## config.mk

```make
export PLATFORM = sky130hd
export DESIGN_NAME = dregs_ctrl_flat
export DESIGN_NICKNAME = d
export VERILOG_FILES = /design/src/rtl/dregs_ctrl_pkg.sv /design/src/rtl/dregs_ctrl_if.sv /design/src/rtl/dregs_wb_delay.sv /design/src/rtl/dregs_ctrl.sv /design/src/flat_wrapper.sv
export SDC_FILE = /design/constraint.sdc
export NUM_CORES = 1
export LEC_CHECK = 0
export CAP_MARGIN = 20
export CORE_MARGIN = 8
export CORE_UTILIZATION = 48
export DETAILED_ROUTE_END_ITERATION = 10
export PLACE_DENSITY = 0.82
export SLEW_MARGIN = 10
export SYNTH_ARGS = -nofsm -noshare
export SYNTH_HDL_FRONTEND = slang
export SYNTH_SLANG_ARGS = --single-unit
```

## constraint.sdc

```tcl
create_clock -name clk -period 2.9 [get_ports clk]
set_input_delay 0.435 -clock clk [delete_from_list [all_inputs] [get_ports clk]]
set_output_delay 0.435 -clock clk [all_outputs]
set_load 0.005 [all_outputs]
```

## src/rtl/dregs_ctrl_pkg.sv

```systemverilog
// Shared types for the DRegs sequencer: FSM encoding, write-back entry, legal bank sizes.
package dregs_ctrl_pkg;

  localparam int unsigned TAP_W_MAX      = 4;
  localparam int unsigned NB_TAPS_LEGAL_N = 3;
  localparam int unsigned NB_TAPS_LEGAL [NB_TAPS_LEGAL_N] = '{5, 7, 11};

  typedef enum logic [2:0] {
    ST_IDLE   = 3'd0,
    ST_ISSUE  = 3'd1,
    ST_DRAIN  = 3'd2,
    ST_EMIT   = 3'd3,
    ST_ROTATE = 3'd4
  } state_t;

  typedef struct packed {
    logic                 valid;
    logic [TAP_W_MAX-1:0] tap;
  } wb_entry_t;

  function automatic bit nb_taps_legal(input int unsigned n);
    bit ok;
    ok = 1'b0;
    for (int i = 0; i < int'(NB_TAPS_LEGAL_N); i++) begin
      if (NB_TAPS_LEGAL[i] == n) ok = 1'b1;
    end
    return ok;
  endfunction

endpackage

```

## src/rtl/dregs_ctrl_if.sv

```systemverilog
// Control bundle between the DRegs sequencer (master) and the PE datapath / upstream / downstream (slave).
interface dregs_ctrl_if #(
  parameter int unsigned nb_taps           = 5,
  parameter int unsigned width_current_tap = (nb_taps > 8) ? 4 : 3
);

  logic                         in_valid;
  logic                         in_ready;
  logic                         clear_all;
  logic                         pamac_issue;
  logic [width_current_tap-1:0] current_tap_DRegs;
  logic [nb_taps-1:0]           DRegs_en;
  logic [nb_taps-1:0]           DRegs_clr;
  logic [nb_taps-1:0]           DRegs_in_sel;
  logic                         out_valid;
  logic                         out_ready;

  modport master (
    input  in_valid, clear_all, out_ready,
    output in_ready, pamac_issue, current_tap_DRegs,
           DRegs_en, DRegs_clr, DRegs_in_sel, out_valid
  );

  modport slave (
    output in_valid, clear_all, out_ready,
    input  in_ready, pamac_issue, current_tap_DRegs,
           DRegs_en, DRegs_clr, DRegs_in_sel, out_valid
  );

endinterface

```

## src/rtl/dregs_wb_delay.sv

```systemverilog
// PAMAC_LAT-deep shift line of write-back entries; head is the entry landing in DRegs this cycle.
// empty: no entry will remain in flight after the coming clock edge.
module dregs_wb_delay
  import dregs_ctrl_pkg::*;
#(
  parameter int unsigned PAMAC_LAT = 2
) (
  input  logic      clk,
  input  logic      rst_n,
  input  logic      flush,
  input  wb_entry_t push,
  output wb_entry_t head,
  output logic      empty
);

  wb_entry_t stage_q [PAMAC_LAT];

  always_ff @(posedge clk or negedge rst_n) begin
    if (!rst_n) begin
      for (int i = 0; i < int'(PAMAC_LAT); i++) stage_q[i] <= '0;
    end else if (flush) begin
      for (int i = 0; i < int'(PAMAC_LAT); i++) stage_q[i] <= '0;
    end else begin
      stage_q[0] <= push;
      for (int i = 1; i < int'(PAMAC_LAT); i++) stage_q[i] <= stage_q[i-1];
    end
  end

  assign head = stage_q[PAMAC_LAT-1];

  // Head leaves on this edge, so only the younger stages and the incoming push matter.
  always_comb begin
    empty = !push.valid;
    for (int i = 0; i < int'(PAMAC_LAT) - 1; i++) begin
      if (stage_q[i].valid) empty = 1'b0;
    end
  end

endmodule

```

## src/rtl/dregs_ctrl.sv

```systemverilog
// FoFIR DRegs sequencer: tap-by-tap PAMAC issue, delayed write-back, emit handshake, ring rotate.
// Optional DREGS_CTRL_PERF_EN adds pass/stall performance counters.
module dregs_ctrl
  import dregs_ctrl_pkg::*;
#(
  parameter int unsigned nb_taps           = 5,
  parameter int unsigned width_current_tap = (nb_taps > 8) ? 4 : 3,
  parameter int unsigned PAMAC_LAT         = 2
) (
  input  logic         clk,
  input  logic         rst_n,
`ifdef DREGS_CTRL_PERF_EN
  output logic [15:0]  perf_pass_cnt,
  output logic [15:0]  perf_stall_cnt,
`endif
  dregs_ctrl_if.master bus
);

  localparam logic [width_current_tap-1:0] LAST_TAP = width_current_tap'(nb_taps - 1);
  localparam bit CFG_OK = nb_taps_legal(nb_taps) && (PAMAC_LAT >= 1)
                          && (width_current_tap >= $clog2(nb_taps));

  state_t                       state_q, state_d;
  logic [width_current_tap-1:0] tap_cnt_q, tap_cnt_d;
  logic                         clr_q;

  wb_entry_t                    wb_push, wb_head;
  logic                         wb_empty;

  logic                         in_ready_c, pamac_issue_c, out_valid_c;
  logic [width_current_tap-1:0] cur_tap_c;
  logic [nb_taps-1:0]           en_c, clr_c, sel_c;

  // State register; clr_q remembers a clear_all so the bank clear shows as a Moore output.
  always_ff @(posedge clk or negedge rst_n) begin
    if (!rst_n) begin
      state_q   <= ST_IDLE;
      tap_cnt_q <= '0;
      clr_q     <= 1'b0;
    end else begin
      state_q   <= state_d;
      tap_cnt_q <= tap_cnt_d;
      clr_q     <= bus.clear_all;
    end
  end

  // Next state
  always_comb begin
    state_d   = state_q;
    tap_cnt_d = tap_cnt_q;
    unique case (state_q)
      ST_IDLE: begin
        if (bus.in_valid) begin
          state_d   = ST_ISSUE;
          tap_cnt_d = '0;
        end
      end
      ST_ISSUE: begin
        if (tap_cnt_q == LAST_TAP) begin
          state_d   = ST_DRAIN;
          tap_cnt_d = '0;
        end else begin
          tap_cnt_d = tap_cnt_q + width_current_tap'(1);
        end
      end
      ST_DRAIN:  if (wb_empty) state_d = ST_EMIT;
      ST_EMIT:   if (bus.out_ready) state_d = ST_ROTATE;
      ST_ROTATE: state_d = ST_IDLE;
      default:   state_d = ST_IDLE;
    endcase
    if (bus.clear_all) begin
      state_d   = ST_IDLE;
      tap_cnt_d = '0;
    end
  end

  always_comb begin
    wb_push = '0;
    if (state_q == ST_ISSUE) begin
      wb_push.valid = 1'b1;
      wb_push.tap   = TAP_W_MAX'(tap_cnt_q);
    end
  end

  dregs_wb_delay #(.PAMAC_LAT(PAMAC_LAT)) u_wb_delay (
    .clk   (clk),
    .rst_n (rst_n),
    .flush (bus.clear_all),
    .push  (wb_push),
    .head  (wb_head),
    .empty (wb_empty)
  );

  // Outputs: pure decode of state, emerging write-back entry and pending clear
  always_comb begin
    in_ready_c    = 1'b0;
    pamac_issue_c = 1'b0;
    out_valid_c   = 1'b0;
    cur_tap_c     = '0;
    en_c          = '0;
    clr_c         = '0;
    sel_c         = '0;

    for (int unsigned i = 0; i < nb_taps; i++) begin
      if (wb_head.valid && (wb_head.tap == TAP_W_MAX'(i))) begin
        en_c[i]  = 1'b1;
        sel_c[i] = 1'b1;
      end
    end

    unique case (state_q)
      ST_IDLE:  in_ready_c = 1'b1;
      ST_ISSUE: begin
        pamac_issue_c = 1'b1;
        cur_tap_c     = tap_cnt_q;
      end
      ST_EMIT: begin
        out_valid_c = 1'b1;
        cur_tap_c   = LAST_TAP;
      end
      ST_ROTATE: begin
        clr_c[0] = 1'b1;
        en_c     = {{(nb_taps-1){1'b1}}, 1'b0};
        sel_c    = '0;
      end
      default: ;
    endcase

    if (clr_q) begin
      en_c  = '0;
      sel_c = '0;
      clr_c = '1;
    end
  end

  assign bus.in_ready          = in_ready_c;
  assign bus.pamac_issue       = pamac_issue_c;
  assign bus.out_valid         = out_valid_c;
  assign bus.current_tap_DRegs = cur_tap_c;
  assign bus.DRegs_en          = en_c;
  assign bus.DRegs_clr         = clr_c;
  assign bus.DRegs_in_sel      = sel_c;

`ifdef DREGS_CTRL_PERF_EN
  // Pass count wraps; stall count saturates.
  always_ff @(posedge clk or negedge rst_n) begin
    if (!rst_n) begin
      perf_pass_cnt  <= '0;
      perf_stall_cnt <= '0;
    end else if (bus.clear_all) begin
      perf_pass_cnt  <= '0;
      perf_stall_cnt <= '0;
    end else if (state_q == ST_EMIT) begin
      if (bus.out_ready) begin
        perf_pass_cnt <= perf_pass_cnt + 16'd1;
      end else if (perf_stall_cnt != 16'hFFFF) begin
        perf_stall_cnt <= perf_stall_cnt + 16'd1;
      end
    end
  end
`endif

  cfg_legal_a: assert property (@(posedge clk) CFG_OK);
  en_clr_excl_a: assert property (@(posedge clk) disable iff (!rst_n) ((en_c & clr_c) == '0));

endmodule

```

## src/flat_wrapper.sv

```systemverilog
// flat-port wrapper written by rule: the top's interface ports become plain ports
module dregs_ctrl_flat import dregs_ctrl_pkg::*;
#(
  parameter int unsigned nb_taps           = 5,
  parameter int unsigned width_current_tap = (nb_taps > 8) ? 4 : 3,
  parameter int unsigned PAMAC_LAT         = 2
)
  (clk, rst_n, bus_in_valid, bus_clear_all, bus_out_ready, bus_in_ready, bus_pamac_issue, bus_current_tap_DRegs, bus_DRegs_en, bus_DRegs_clr, bus_DRegs_in_sel, bus_out_valid);
  dregs_ctrl_if #(.nb_taps(nb_taps), .width_current_tap(width_current_tap)) bus_i ();
  input  logic clk;
  input  logic rst_n;
  input wire logic [$bits(bus_i.in_valid)-1:0] bus_in_valid;
  input wire logic [$bits(bus_i.clear_all)-1:0] bus_clear_all;
  input wire logic [$bits(bus_i.out_ready)-1:0] bus_out_ready;
  output wire logic [$bits(bus_i.in_ready)-1:0] bus_in_ready;
  output wire logic [$bits(bus_i.pamac_issue)-1:0] bus_pamac_issue;
  output wire logic [$bits(bus_i.current_tap_DRegs)-1:0] bus_current_tap_DRegs;
  output wire logic [$bits(bus_i.DRegs_en)-1:0] bus_DRegs_en;
  output wire logic [$bits(bus_i.DRegs_clr)-1:0] bus_DRegs_clr;
  output wire logic [$bits(bus_i.DRegs_in_sel)-1:0] bus_DRegs_in_sel;
  output wire logic [$bits(bus_i.out_valid)-1:0] bus_out_valid;
  assign bus_i.in_valid = bus_in_valid;
  assign bus_i.clear_all = bus_clear_all;
  assign bus_i.out_ready = bus_out_ready;
  assign bus_in_ready = bus_i.in_ready;
  assign bus_pamac_issue = bus_i.pamac_issue;
  assign bus_current_tap_DRegs = bus_i.current_tap_DRegs;
  assign bus_DRegs_en = bus_i.DRegs_en;
  assign bus_DRegs_clr = bus_i.DRegs_clr;
  assign bus_DRegs_in_sel = bus_i.DRegs_in_sel;
  assign bus_out_valid = bus_i.out_valid;
  dregs_ctrl #(.nb_taps(nb_taps), .width_current_tap(width_current_tap), .PAMAC_LAT(PAMAC_LAT)) u_core (.clk(clk), .rst_n(rst_n), .bus(bus_i));
endmodule
```

* Yosys cells after proc, flatten, opt, wreduce, memory -nomap -nowiden
Index checks and enable logic that the tools add are counted.
** Word-level totals
- Register bits after elaboration :: 17
- Input bits :: 5
- Word-level logic and storage cells :: 60
- Output and inout port bits :: 21
** Operators by class
- Reduce and logical (&&, ||, !) cells :: 11
- Multiplexer cells :: 28
- $add $sub $neg :: 1
- Eq/ne operators :: 13
** Operators with widths (number)
- $mux 5 :: 6
- $mux 3 :: 8
- $pmux 3 s2 :: 2
- $pmux 3 s4 :: 1
- $mux 1 :: 10
- $mux 10 :: 1
- $ne 3x3->1 const B :: 3
- $eq 4x2->1 const B :: 2
- $eq 3x2->1 const B :: 2
- $eq 3x3->1 const B :: 2
- $logic_and 1x1->1 :: 5
- $eq 4x1->1 const B :: 1
- $eq 4x3->1 const B :: 1
- $logic_not 4->1 :: 1
- $reduce_and 4->1 :: 1
- $add 3x1->3 const B :: 1
- $eq 3x1->1 const B :: 1
- $logic_not 3->1 :: 1
- $ne 3x2->1 const B :: 1
- $reduce_bool 3->1 :: 1
- $reduce_and 2->1 :: 1
- $logic_not 1->1 :: 1

* Depth between registers and ports, before layout
Gate-level depths: netlist (run 1).
- Word-level depth :: 7
- Gate-level depth with buffers :: 5

* Modules after synthesis
From an unflattened synthesis (run 1), not the netlist that was laid out.
** Unflattened totals
- Cell total of the unflattened synthesis :: 98
- Area total of the unflattened synthesis :: 969.7 um^2
** By module, submodules not included
- dregs_ctrl :: times used 1, area each 615.6 um^2, cells each 72
- dregs_wb_delay :: times used 1, area each 354.1 um^2, cells each 26

* Worst setup path after synthesis (run 1)
Ideal clock, no wire load.
- Kind :: register to output
- Start point :: reg u_core.state_q[2]
- End point :: out bus_DRegs_in_sel[0]
- Data required time :: 2.465 ns
- Arrival time :: 1.433 ns
- Setup slack :: 1.032 ns
- Cell stages (with the launch flop) :: 6
- Path buffers :: 2
- Path through :: dfrtp_1 -> buf_6 -> nor3b_2 -> or3_1 -> nor3b_1 -> buf_4
** Between the ends
- Longest elaborated chain between the ends :: 3
** RTL lines
- start, declared :: line dregs_ctrl.sv:23 : state_t state_q, state_d;
- start signal, assigned :: line dregs_ctrl.sv:41 : state_q <= state_d;
- $eq 3x3->1 :: line dregs_ctrl.sv:111 : unique case (state_q)
- $mux 5 :: line dregs_ctrl.sv:111
- $mux 5 :: line dregs_ctrl.sv:129 : if (clr_q) begin
- end, declared :: line flat_wrapper.sv:20 : output wire logic [$bits(bus_i.DRegs_in_sel)-1:0] bus_DRegs_in_sel;
Every way passes these cells.

* Worst setup path after layout (run 1)
Ends and elaborated chain as after synthesis.

==> run metrics, run 1 <==
Hold Path Depth=1; xor/xnor share of the synthesized area=0; post-synthesis mux area share=0; Post-CTS Setup Bufs=0; Req. time, crit path=2470 ps; Worst Path Max Fanout=10; layout cells sized above 1=0.111; max cap viols=0; FF-to-FF setup slack=between 1000 and 1500 ps; Tmin final=2640 ps; reg-to-reg endpoint=u_core.state_q[1]$_DFFE_PN0P_; DR vias=680; count leader, synth=dfrtp_1; final setup skew=~1.1 ps; top routing layer used=met4; Peak Freq=between 300 and 400 MHz; Residual DRC=0; Total Routing Usage GR=0.109; Final Hold Vio Count=0; CTS tree=done; endpoint class of the critical path=output port; Initial Util=0.495; Setup TNS=0 ps; most common flop cell mapped by yosys=dfrtp_1; wire length of the first global-routing pass=just under 3 mm; Syn Inst Count=88; vias in the first global route=677; Net Count, Synth=95; status=finished, final reports clean; Post-synth EDFFs=0; CTS max path bufs=2; Setup Slack @ Placement=569 ps; largest net degree at the start of global routing=16; met1 WL=between 600 and 700 µm; met2 WL=798 µm; fin crit share=0.911; chip height=between 50 and 60 µm; Pre-antenna DRT Iters=4; Pwr per Cell Area=617 nW/µm²; core box area=between 1500 and 2000 µm²; CTS buffer count=3; CTS Hold Bufs=0; Compound-Gate Fraction of Synth Area=0.0943; synth warn=0; RSZ-0062 raised after global routing=no; # rows=15; DP HPWL=1.32 mm; post-synth cell types=27; Routed met3 length=~140 µm; Antenna Nets Post-Route=0; final setup violation count=0; crit path kind=reg -> out; Simple-Gate Fraction of Synth Area=0.326; arrival time at the worst endpoint=around 2200 ps; core occupancy in the finished layout=0.630; Hold Crit Endpoint=u_core.u_wb_delay.head[2]$_DFF_PN0_; post-synth top area cell=dfrtp_1; DR iter-0 viols=6; Yosys top cell area share=0.449; I/O pins=26; synth top area cells=dfrtp_1, buf_4, nor2b_1; clock insertion delay at the later pin of the skew report=280 ps; nets=~120; grt total ovfl=0; # diodes=0; Resize count post-CTS=0; clk root buf=clkbuf_4; initial antenna violation count=0; Reg-to-Reg Start=u_core.state_q[2]$_DFFE_PN0P_; Peak VDD IR=around 0.36 mV; H-tree Lvls=1; hold wc startpoint=u_core.u_wb_delay.stage_q[7]$_DFF_PN0_; Synth Register Bits=15; Setup WS post-layout=about 260 ps; Leak Pwr=0.452 nW; Seq/Total Area, Yosys=0.449; Max-slew headroom=0.562; area grow syn2layout=27.4%; worst-case reg-to-reg path depth=3; die footprint=3330 µm²; Startpoint Class=flop; Cell Area, Synth=approximately 840 µm²; clock sink count=15; drt via density=roughly 5.4; dominant combinational cell family by area after synthesis=simple AND/OR/NAND/NOR gates; synthesized-area fraction occupied by adder cells=0.0299; final WL=1.66 mm; I/O Buffers=25; max-slew violations=0; Post-synth top cells=dfrtp_1, nand2_1, nor2_1; Post-synth ARST share=1.00; clock slew at reported path FFs=90 ps; Placer Congestion=roughly 0.85; DR WL/cell=~13 µm; syn avg cell area=roughly 9.5 µm²; slew at the pin closest to its max-slew limit=656 ps; Die Width=~58 µm; Hold/Removal Path Class=reg -> reg
[metrics by stage]
| stage | std cells | hold slack [ps] | instance area [µm²] | power, mW |
|---|---|---|---|---|
| final | 125 | 473 | 1060 | 0.657 |
| after global routing | 125 | 493 | 1060 | 0.715 |
| after CTS | 125 | 474 | 1060 | 0.661 |
| after detailed placement | 121 | 452 | 1030 | 0.539 |
| after global placement | 121 | 441 | 1030 | 0.531 |
| after floorplan | 88 | 139 | 836 | 0.455 |
[worst max-delay path, cell delays in order (launching register included)]
cell	delay (ps)
dfrtp_1	510
nor3b_2	210
or3_1	380
nor3b_1	260
clkdlybuf4s50_1	560
[cells in the final DEF, fill, tap and decap left out, drive strengths merged]
cell and n:
clkdlybuf4s50 25, clkbuf 3, inv 3, dfrtp 15
nand4b 1, o21ai 3, a22o 1, nor2 8
or3 2, nand3 2, a31oi 1, and2 3
ha 2, nor3 4, or2 2, nor2b 7
clkinvlp 1, nand2 9, a311o 1, and3 2
nor4b 1, nand3b 2, nor3b 3, a21oi 6
a21o 1
[worst max-delay path by stage]
stage                                             start                  end  slack (ps)  cells after the start
after global routing      u_core.state_q[2]$_DFFE_PN0P_  bus_DRegs_in_sel[0]         120                      4
final                     u_core.state_q[2]$_DFFE_PN0P_  bus_DRegs_in_sel[0]         260                      4
after global placement    u_core.state_q[2]$_DFFE_PN0P_  bus_DRegs_in_sel[0]         630                      4
after floorplan           u_core.state_q[2]$_DFFE_PN0P_  bus_DRegs_in_sel[0]        1030                      5
after detailed placement  u_core.state_q[2]$_DFFE_PN0P_  bus_DRegs_in_sel[0]         570                      4
after CTS                 u_core.state_q[2]$_DFFE_PN0P_  bus_DRegs_in_sel[0]         240                      4
[area by class of cell]
type	instances	area, µm²
timing repair buffer	25	250
inverter	3	11.3
clock inverter	1	7.51
clock buffer	3	22.5
sequential	15	375
multi-input combinational	61	377
fill	143	624
tap	17	21.3
[layer usage]
layer / track usage / vias to the layer above
met5: 0 / -
met4: 0.0629 / 0
met3: 0.0375 / 7
met2: 0.186 / 27
met1: 0.112 / 315
li1: - / 331
[kinds of logic (layout without fill, tap and decap cells)]
group	Yosys count	after routing
flops	15	15
simple gates	46	46
compound gates	13	13
buf+inv	12	32
fa+ha+maj	2	2
[sequential cells by signal, indices dropped and copies added, names as in the netlist]
signal	count
u_core.u_wb_delay.stage_q	4
u_core.clr_q	1
u_core.tap_cnt_q	3
u_core.state_q	3
u_core.u_wb_delay.head	4
[where the power goes]
| group | switching (mW) | leakage (nW) | total (mW) | internal, mW |
|---|---|---|---|---|
| Clock | 0.0703 | 0.0139 | 0.123 | 0.0524 |
| Sequential | 0.0618 | 0.203 | 0.305 | 0.243 |
| Combinational | 0.101 | 0.234 | 0.229 | 0.128 |
| Total | 0.233 | 0.452 | 0.657 | 0.424 |
No activity file was read; power rests on OpenSTA's default activity.
==> run 2, diff against run 1 <==
--- a/config.mk
+++ b/config.mk
@@ -10,6 +10,7 @@
 export CORE_UTILIZATION = 48
 export DETAILED_ROUTE_END_ITERATION = 10
 export PLACE_DENSITY = 0.82
+export SKIP_LAST_GASP = 1
 export SLEW_MARGIN = 10
 export SYNTH_ARGS = -nofsm -noshare
 export SYNTH_HDL_FRONTEND = slang
==> results of run 2 <==
The final DEF is identical to that of run 1; final timing and power are the same.
